File: config.mk
export PLATFORM = sky130hd
export DESIGN_NAME = ixc_readback_19_flat
export DESIGN_NICKNAME = d
export VERILOG_FILES = /design/src/rtl/ixc_readback_19_if.sv /design/src/rtl/ixc_readback_19.sv /design/src/flat_wrapper.sv
export SDC_FILE = /design/constraint.sdc
export NUM_CORES = 1
export LEC_CHECK = 0
export BUFFER_PORTS_ARGS = -buffer_cell sky130_fd_sc_hd__clkbuf_2
export CAP_MARGIN = 40
export CORE_ASPECT_RATIO = 1.1
export CORE_MARGIN = 5
export CORE_UTILIZATION = 55
export DETAILED_ROUTE_END_ITERATION = 10
export HOLD_SLACK_MARGIN = 0.03
export PLACE_DENSITY_LB_ADDON = 0.1
export SLEW_MARGIN = 20
export SYNTH_ARGS = -nofsm -noshare
export SYNTH_HDL_FRONTEND = slang
export SYNTH_SLANG_ARGS = --single-unit
export TNS_END_PERCENT = 10
File: constraint.sdc
create_clock -name clk -period 5.35 [get_ports clk]
set_clock_uncertainty 0.2 [all_clocks]
set_input_delay 0.535 -clock clk [delete_from_list [all_inputs] [get_ports clk]]
set_output_delay 0.535 -clock clk [all_outputs]
set_load 0.1 [all_outputs]
File: src/rtl/ixc_readback_19_if.sv
// Host-side readback channel: capture request, observed bus and bit-serial
// valid/ready stream with busy/done status.
interface ixc_readback_19_if #(
   parameter int WIDTH = 19
);
   logic [WIDTH-1:0] R;
   logic             req;
   logic             busy;
   logic             sdo;
   logic             sdo_valid;
   logic             sdo_ready;
   logic             done;

   modport master (
      output R, req, sdo_ready,
      input  busy, sdo, sdo_valid, done
   );

   modport slave (
      input  R, req, sdo_ready,
      output busy, sdo, sdo_valid, done
   );
endinterface

File: src/rtl/ixc_readback_19.sv
// Snapshot readback of a 19-bit bus, streamed LSB first over valid/ready.
// Optional trailing even-parity bit when IXC_READBACK_PARITY_EN is defined.
module ixc_readback_19 #(
   parameter int WIDTH = 19,
   parameter int CNT_W = 5
) (
   input  logic                clk,
   input  logic                rst_n,
   ixc_readback_19_if.slave    bus
);

`ifdef IXC_READBACK_PARITY_EN
   typedef enum logic [1:0] {IDLE, SHIFT, PAR, DONE} state_t;
`else
   typedef enum logic [1:0] {IDLE, SHIFT, DONE} state_t;
`endif

   localparam logic [CNT_W-1:0] LAST = CNT_W'(WIDTH - 1);

   state_t           state;
   logic [WIDTH-1:0] shadow;
   logic [CNT_W-1:0] count;
   logic             busy;
   logic             sdo;
   logic             sdo_valid;
   logic             done;

   assign bus.busy      = busy;
   assign bus.sdo       = sdo;
   assign bus.sdo_valid = sdo_valid;
   assign bus.done      = done;

   always_ff @(posedge clk or negedge rst_n) begin
      if (!rst_n) begin
         state     <= IDLE;
         shadow    <= '0;
         count     <= '0;
         busy      <= 1'b0;
         sdo       <= 1'b0;
         sdo_valid <= 1'b0;
         done      <= 1'b0;
      end else begin
         done <= 1'b0;
         case (state)
            IDLE: begin
               if (bus.req) begin
                  shadow    <= bus.R;
                  count     <= '0;
                  state     <= SHIFT;
                  busy      <= 1'b1;
                  sdo       <= bus.R[0];
                  sdo_valid <= 1'b1;
               end
            end
            SHIFT: begin
               // sdo_valid is always high here, so ready alone marks a transfer
               if (bus.sdo_ready) begin
                  if (count < LAST) begin
                     count <= count + 1'b1;
                     sdo   <= shadow[count + 1'b1];
                  end else begin
`ifdef IXC_READBACK_PARITY_EN
                     state <= PAR;
                     sdo   <= ^shadow;
`else
                     state     <= DONE;
                     sdo_valid <= 1'b0;
                     done      <= 1'b1;
`endif
                  end
               end
            end
`ifdef IXC_READBACK_PARITY_EN
            PAR: begin
               if (bus.sdo_ready) begin
                  state     <= DONE;
                  sdo_valid <= 1'b0;
                  done      <= 1'b1;
               end
            end
`endif
            DONE: begin
               // req here is deliberately dropped, not queued
               state <= IDLE;
               busy  <= 1'b0;
            end
            default: begin
               state     <= IDLE;
               busy      <= 1'b0;
               sdo_valid <= 1'b0;
            end
         endcase
      end
   end

endmodule

File: src/flat_wrapper.sv
// flat-port wrapper written by rule: the top's interface ports become plain ports
module ixc_readback_19_flat 
#(
   parameter int WIDTH = 19,
   parameter int CNT_W = 5
)
  (clk, rst_n, bus_R, bus_req, bus_sdo_ready, bus_busy, bus_sdo, bus_sdo_valid, bus_done);
  ixc_readback_19_if #(.WIDTH(WIDTH)) bus_i ();
  input  logic clk;
  input  logic rst_n;
  input wire logic [$bits(bus_i.R)-1:0] bus_R;
  input wire logic [$bits(bus_i.req)-1:0] bus_req;
  input wire logic [$bits(bus_i.sdo_ready)-1:0] bus_sdo_ready;
  output wire logic [$bits(bus_i.busy)-1:0] bus_busy;
  output wire logic [$bits(bus_i.sdo)-1:0] bus_sdo;
  output wire logic [$bits(bus_i.sdo_valid)-1:0] bus_sdo_valid;
  output wire logic [$bits(bus_i.done)-1:0] bus_done;
  assign bus_i.R = bus_R;
  assign bus_i.req = bus_req;
  assign bus_i.sdo_ready = bus_sdo_ready;
  assign bus_busy = bus_i.busy;
  assign bus_sdo = bus_i.sdo;
  assign bus_sdo_valid = bus_i.sdo_valid;
  assign bus_done = bus_i.done;
  ixc_readback_19 #(.WIDTH(WIDTH), .CNT_W(CNT_W)) u_core (.clk(clk), .rst_n(rst_n), .bus(bus_i));
endmodule
==> reports/metrics.yaml, run 1 <==
outcome:
  status: "complete, no violations"
sta:
  tightest_slew_ns: 0.724
  hold_viol_final: 0
  period_needed_ns: 2.34
  rsz0062_at_grt: "false"
  tns_ns: 0
  timing.hold.ws_ns: 0.0453
  setup_viol: 0
  layout_worst_path_cycle_share: 0.437
  slew_headroom: 0.517
  drv_slew: 0
  fmax_ghz: 0.428
place:
  port_buffers: 26
  globalplace.congestion: 0.817
  dp_hpwl_mm: 1.96
clock_tree:
  cts_made_buffers: 5
  clk_path_buf_depth: 2
  cts_resized: 0
  post_cts_buffers: 0
  root_buffer: "clkbuf_4"
  clk_latency_ns: 0.32
  numClockSinks: 30
  htree_num_levels: 2
  cts_hold_buf: 0
  cts_tree: "done"
  clkTransAtPathRegs_ns: 0.09
power:
  internal_power_mw: 0.612
  switching_share: 0.391
  peakVddDrop_mv: 0.358
  pwr-share-comb: 0.444
  switchingPower_mw: 0.393
  p_leak_nw: 0.771
  share_seq_of_total_power: 0.417
  p_clk_frac: 0.139
  power_density_nw_per_um2: 599
synth:
  syn_area_um2: 1470
  yosysWarningCount: 0
  ys_ff_latch: 30
  syn_inst: 119
  synth_nets: 143
  yosysUniqueCellTypes: 32
  yosysSeqAreaShare: 0.509
  syn_area_per_cell_um2: 12.4
critical_path:
  cp_data_arrival_time_ns: 2.35
  critical-path-top-delay-family: "compound AO/OA/AOI/OAI gates"
  path_class: "reg -> reg"
  crit_path_start_kind: "flip-flop"
  path_cells: "ha_1, xor2_1, a2111oi_0, a31o_2, o31a_1"
  worst_setup_path_end_kind: "flip-flop"
  slowest_delay_ns: 0.62
  path_buf_inv: 0
  critPathMaxFanout: 11
  required_ns: 5.36
  slowest_stage: "dfrtp_1"
finish:
  fillers: 198
  area_delta_synth_final_pct: 13.7
  layout.nets: 170
  antenna_cells: 0
  final_common_cell: "dfrtp_1"
  layout-drive-gt1-share: 0.435
  ff_latch_area_um2: 751
  multi_input_area_um2: 669
  final_cell_mix: "dfrtp_1 (30), clkbuf_2 (26), mux2_2 (18)"
global_route:
  grt_overflow_total: 0
  grt_pass1_vias: 979
  grt_usage: 0.153
  antenna_found_initial: 0
  grt_start_max_net_pins: 31
  grt_pass1_wl_mm: 4.33
hold_path:
  hold_class: "in -> async"
detailed_routing:
  post_drt_wl_per_cell_um: 14.8
  drc: 0
  viasPerCell: 5.60
  drt_iter0_drc: 20
  vias: 996
  ant_nets: 0
  first_pass_iters: 4
  drt-total-wl_mm: 2.63
floorplan:
  die_area_um2: 3820
  core_um2: 2540
  die_w_um: 59.4
  start_util: 0.579
  chipHeight_um: 64.3
  io-pin-count: 27
  rows: 19
flow_run:
  drv_cap: 0
-- sequential cells by signal (all words and copies together) (netlist names) --
signal and flops:
u_core.shadow 19, u_core.bus.sdo_valid 1, u_core.bus.busy 1, u_core.state 2
u_core.bus.done 1, u_core.count 5, u_core.bus.sdo 1
-- power by group through the flow --
stage | sequential (mW) | combinational, mW | clock (mW)
detailed placement | 0.425 | 0.445 | 0
global route | 0.434 | 0.487 | 0.155
global placement | 0.419 | 0.433 | 0
floorplan | 0.443 | 0.342 | 0
finish | 0.418 | 0.446 | 0.140
CTS | 0.419 | 0.447 | 0.143
-- path summary, 6_finish.rpt --
kind / slack, ns / from / endpoint / cells past startpoint
worst max-delay path: 3.01 / u_core.count[0] / u_core.bus.sdo / 5
worst min-delay path: 0.05 / rst_n / u_core.state[1] / 1
worst max register to register: 3.01 / u_core.count[0] / u_core.bus.sdo / 5
worst min register to register: 0.28 / u_core.bus.busy / u_core.bus.busy / 1
max in group asynchronous: 4.43 / rst_n / u_core.shadow[17] / 1
min in group clk: 0.22 / bus_R[18] / u_core.shadow[18] / 3
-- per-layer routing --
metal | part of all wire | wire (um) | vias to the layer above | global-route usage
met1 | 0.43 | 1140 | 487 | 0.179
li1 | - | - | 483 | -
met4 | 0.010 | 27 | 0 | 0.0652
met5 | 0 | 0 | - | 0
met3 | 0.051 | 134 | 5 | 0.0543
met2 | 0.51 | 1330 | 21 | 0.249
-- cells by family after synthesis --
kind of cell             synth area share
AO/OA/AOI/OAI                       0.104
XOR/XNOR                           0.0238
adder cells (fa/ha/maj)           0.00849
buffers and inverters              0.0399
flip-flops                          0.509
multiplexers                        0.212
AND/OR/NAND/NOR                     0.103
-- final cells by class --
type,count,share of cell area
clock buffers,7,0.0329
clock inverters,1,0.00299
inverters,5,0.0112
multi-input cells,77,0.400
flip-flops and latches,30,0.448
well taps,31,0.0232
repair buffers,27,0.0822
-- worst reg2reg max path, cell delays in order, from the launching register on --
cell and delay [ns]:
dfrtp_1 0.62, ha_1 0.38, xor2_1 0.33, a2111oi_0 0.13
a31o_2 0.27, o31a_1 0.28
-- cell usage after synthesis --
| cell type | n | area [um^2] |
|---|---|---|
| a2111oi_0 | 1 | 8.76 |
| a21o_1 | 1 | 7.51 |
| a21oi_1 | 5 | 25.0 |
| a21oi_2 | 1 | 8.76 |
| a221o_1 | 1 | 10.0 |
| a22o_1 | 1 | 8.76 |
| a22oi_1 | 1 | 7.51 |
| a31o_2 | 1 | 8.76 |
| and3_2 | 3 | 22.5 |
| buf_2 | 5 | 25.0 |
| buf_6 | 1 | 11.3 |
| clkbuf_1 | 1 | 3.75 |
| dfrtp_1 | 30 | 751 |
| ha_1 | 1 | 12.5 |
| inv_1 | 5 | 18.8 |
| mux2_2 | 18 | 203 |
| mux2i_1 | 2 | 20.0 |
| mux4_2 | 4 | 90.1 |
| nand2_1 | 7 | 26.3 |
| nand2b_1 | 1 | 6.26 |
| nand3_1 | 3 | 15.0 |
| nand3b_1 | 1 | 7.51 |
| nand3b_4 | 1 | 20.0 |
| nor2_1 | 3 | 11.3 |
| nor2b_1 | 3 | 18.8 |
| nor3b_1 | 2 | 15.0 |
| o211ai_1 | 2 | 15.0 |
| o21ai_0 | 7 | 35.0 |
| o31a_1 | 2 | 17.5 |
| or2b_2 | 1 | 8.76 |
| xnor2_1 | 1 | 8.76 |
| xor2_1 | 3 | 26.3 |
-- through the flow --
step / cells / area [um^2] / total power, mW / utilization / setup WS (ns)
global placement: 170 / 1620 / 0.852 / 0.635 / 3.14
floorplan: 119 / 1470 / 0.785 / - / 3.43
finish: 178 / 1680 / 1.00 / 0.659 / 3.01
detailed placement: 170 / 1620 / 0.870 / 0.635 / 3.07
CTS: 178 / 1680 / 1.01 / 0.659 / 3.03
global route: 178 / 1680 / 1.08 / 0.659 / 2.88
No activity file was read; power rests on OpenSTA's default activity.
==> inputs of run 2 (changes only) <==
Settings changed: CORE_UTILIZATION 55 to 49.
Clock period 5.35 ns to 2.05 ns, I/O delays scaled along.
==> run 2 against run 1 <==
Effect of this change:
- register-to-register slack lost 2.9 ns
- setup slack lost 2.9 ns
- sequential cell count is the same
- clock power grew 150%
- via count grew 10%
- die area grew 10%
- non-clock buffer count grew 28
- clock-buffer cell count shrank 1
==> reports/metrics.yaml, run 2 (same netlist as run 1, synthesis figures left out) <==
critical_path:
  reg2reg_from: "u_core.count[1]"  # was u_core.count[0]
  cp_data_arrival_time_ns: 1.90  # was 2.35 ns
  setup.worst_path.end: "u_core.count[2]"  # was u_core.bus.sdo
  reg2regPathDepth: 4  # was 5
  required_ns: 2.06  # was 5.36 ns
  worst_setup_path_end_kind: "flip-flop"  # unchanged
  crit_path_start_kind: "flip-flop"  # unchanged
  regToRegEndpoint: "u_core.count[2]"  # was u_core.bus.sdo
  ff2ff_setup_slack_ns: 0.15  # was 3.01 ns
  critPathMaxFanout: 7  # was 11
  path_class: "reg -> reg"  # unchanged
  startpoint: "u_core.count[1]"  # was u_core.count[0]
floorplan:
  core_um2: 2830  # was 2540 um^2
  die_w_um: 62.3  # was 59.4 um
  start_util: 0.521  # was 0.579
  die_area_um2: 4210  # was 3820 um^2
  chipHeight_um: 67.5  # was 64.3 um
  io-pin-count: 27  # unchanged
  rows: 20  # was 19
place:
  dp_slack_ns: 0.0498  # was 3.07 ns
  port_buffers: 26  # unchanged
  dp_hpwl_mm: 2.06  # was 1.96 mm
  globalplace.congestion: 0.858  # was 0.817
detailed_routing:
  drt_iter0_drc: 62  # was 20
  ant_nets: 0  # unchanged
  drt-total-wl_mm: 2.93  # was 2.63 mm
  drc: 0  # unchanged
  first_pass_iters: 4  # unchanged
  vias: 1097  # was 996
  post_drt_wl_per_cell_um: 14.2  # was 14.8 um
  viasPerCell: 5.33  # was 5.60
global_route:
  grt_usage: 0.161  # was 0.153
  grt_overflow_total: 0  # unchanged
  grt_start_max_net_pins: 31  # unchanged
  grt_pass1_wl_mm: 5.18  # was 4.33 mm
  grt_pass1_vias: 1180  # was 979
  antenna_found_initial: 0  # unchanged
finish:
  antenna_cells: 0  # unchanged
  multi_input_area_um2: 683  # was 669 um^2
  layout-drive-gt1-share: 0.405  # was 0.435
  fillers: 209  # was 198
  layout.nets: 198  # was 170
  reg.largest.list: "u_core.shadow: 19 flops, u_core.count: 5 flops, u_core.state: 2 flops"  # unchanged
  final_common_cell: "dfrtp_1"  # unchanged
  top_register: "u_core.shadow"  # unchanged
  final_core_util: 0.690  # was 0.659
  largest_reg_flops: 19  # unchanged
  final_cell_mix: "dfrtp_1 (30), clkbuf_2 (26), dlygate4sd3_1 (22)"  # was dfrtp_1 (30), clkbuf_2 (26), mux2_2 (18)
  ff_latch_area_um2: 751  # unchanged
  area_delta_synth_final_pct: 32.4  # was 13.7%
sta:
  drv_slew: 0  # unchanged
  rsz0062_at_grt: "false"  # unchanged
  layout_worst_path_cycle_share: 0.926  # was 0.437
  fmax_ghz: 0.527  # was 0.428 GHz
  fin_ws_ns: 0.152  # was 3.01 ns
  period_needed_ns: 1.90  # was 2.34 ns
  tns_ns: 0  # unchanged
  hold_viol_final: 0  # unchanged
  setup_viol: 0  # unchanged
  tightest_slew_ns: 0.716  # was 0.724 ns
  slew_headroom: 0.523  # was 0.517
  timing.hold.ws_ns: 0.261  # was 0.0453 ns
clock_tree:
  clk_latency_ns: 0.32  # about the same
  clkTransAtPathRegs_ns: 0.09  # about the same
  htree_num_levels: 2  # unchanged
  post_cts_buffers: 0  # unchanged
  clk_path_buf_depth: 2  # unchanged
  numClockSinks: 30  # unchanged
  cts_tree: "done"  # unchanged
  cts_made_buffers: 5  # unchanged
  root_buffer: "clkbuf_4"  # unchanged
power:
  power_density_nw_per_um2: 1410  # was 599 nW/um^2
  p_leak_nw: 0.888  # was 0.771 nW
  peakVddDrop_mv: 0.745  # was 0.358 mV
hold_path:
  hold_class: "in -> async"  # unchanged
flow_run:
  drv_cap: 0  # unchanged
outcome:
  status: "complete, no violations"  # unchanged
-- run 2: area by class of cell --
class / instances / area share
repair buffers: 55 / 0.208
multi-input cells: 77 / 0.350
well taps: 33 / 0.0212
clock buffers: 6 / 0.0263
flip-flops and latches: 30 / 0.385
inverters: 5 / 0.00962
-- run 2: how the worst min path moves through the flow --
stage	startpoint	endpoint	slack, ns	cells past startpoint
floorplan	rst_n	u_core.bus.busy	-0.29	0
global placement	rst_n	u_core.bus.done	0.09	1
detailed placement	rst_n	u_core.state[0]	0.11	1
CTS	rst_n	u_core.bus.busy	0.29	2
global route	u_core.bus.busy	u_core.bus.busy	0.32	1
finish	rst_n	u_core.state[0]	0.26	2
-- run 2: repair_timing --
item,in CTS,in global routing
hold buffers,22,0
endpoints found under the setup margin,0,1
hold endpoints to repair,55,0
resized for setup,0,4
-- run 2: worst max-delay path, cell delays in order, from the launching register on --
cell and delay, ns:
dfrtp_1 0.45, o31a_1 0.37, a221o_1 0.49, o21ai_0 0.18
o21ai_0 0.09
-- run 2: metrics by stage --
step | instance area (um^2) | power [mW] | instances
2_1_floorplan | 1470 | 2.05 | 119
3_3_place_gp | 1660 | 2.31 | 178
3_5_place_dp | 1660 | 2.36 | 178
4_1_cts | 1930 | 2.74 | 206
5_1_grt | 1950 | 3.00 | 206
6_report | 1950 | 2.76 | 206
-- run 2: per-layer routing --
metal	share of wire	vias to the layer above	track usage	wire length (um)
met3	0.042	6	0.0466	123
li1	-	533	-	-
met4	0.017	0	0.0769	50
met1	0.41	536	0.176	1200
met2	0.53	22	0.289	1560
met5	0	-	0	0
-- run 2: report_power, final --
part	leakage (nW)	internal (mW)	total, mW	switching (mW)
logic	0.500	0.698	1.36	0.659
registers	0.358	0.861	1.05	0.194
clock network	0.0302	0.154	0.346	0.192
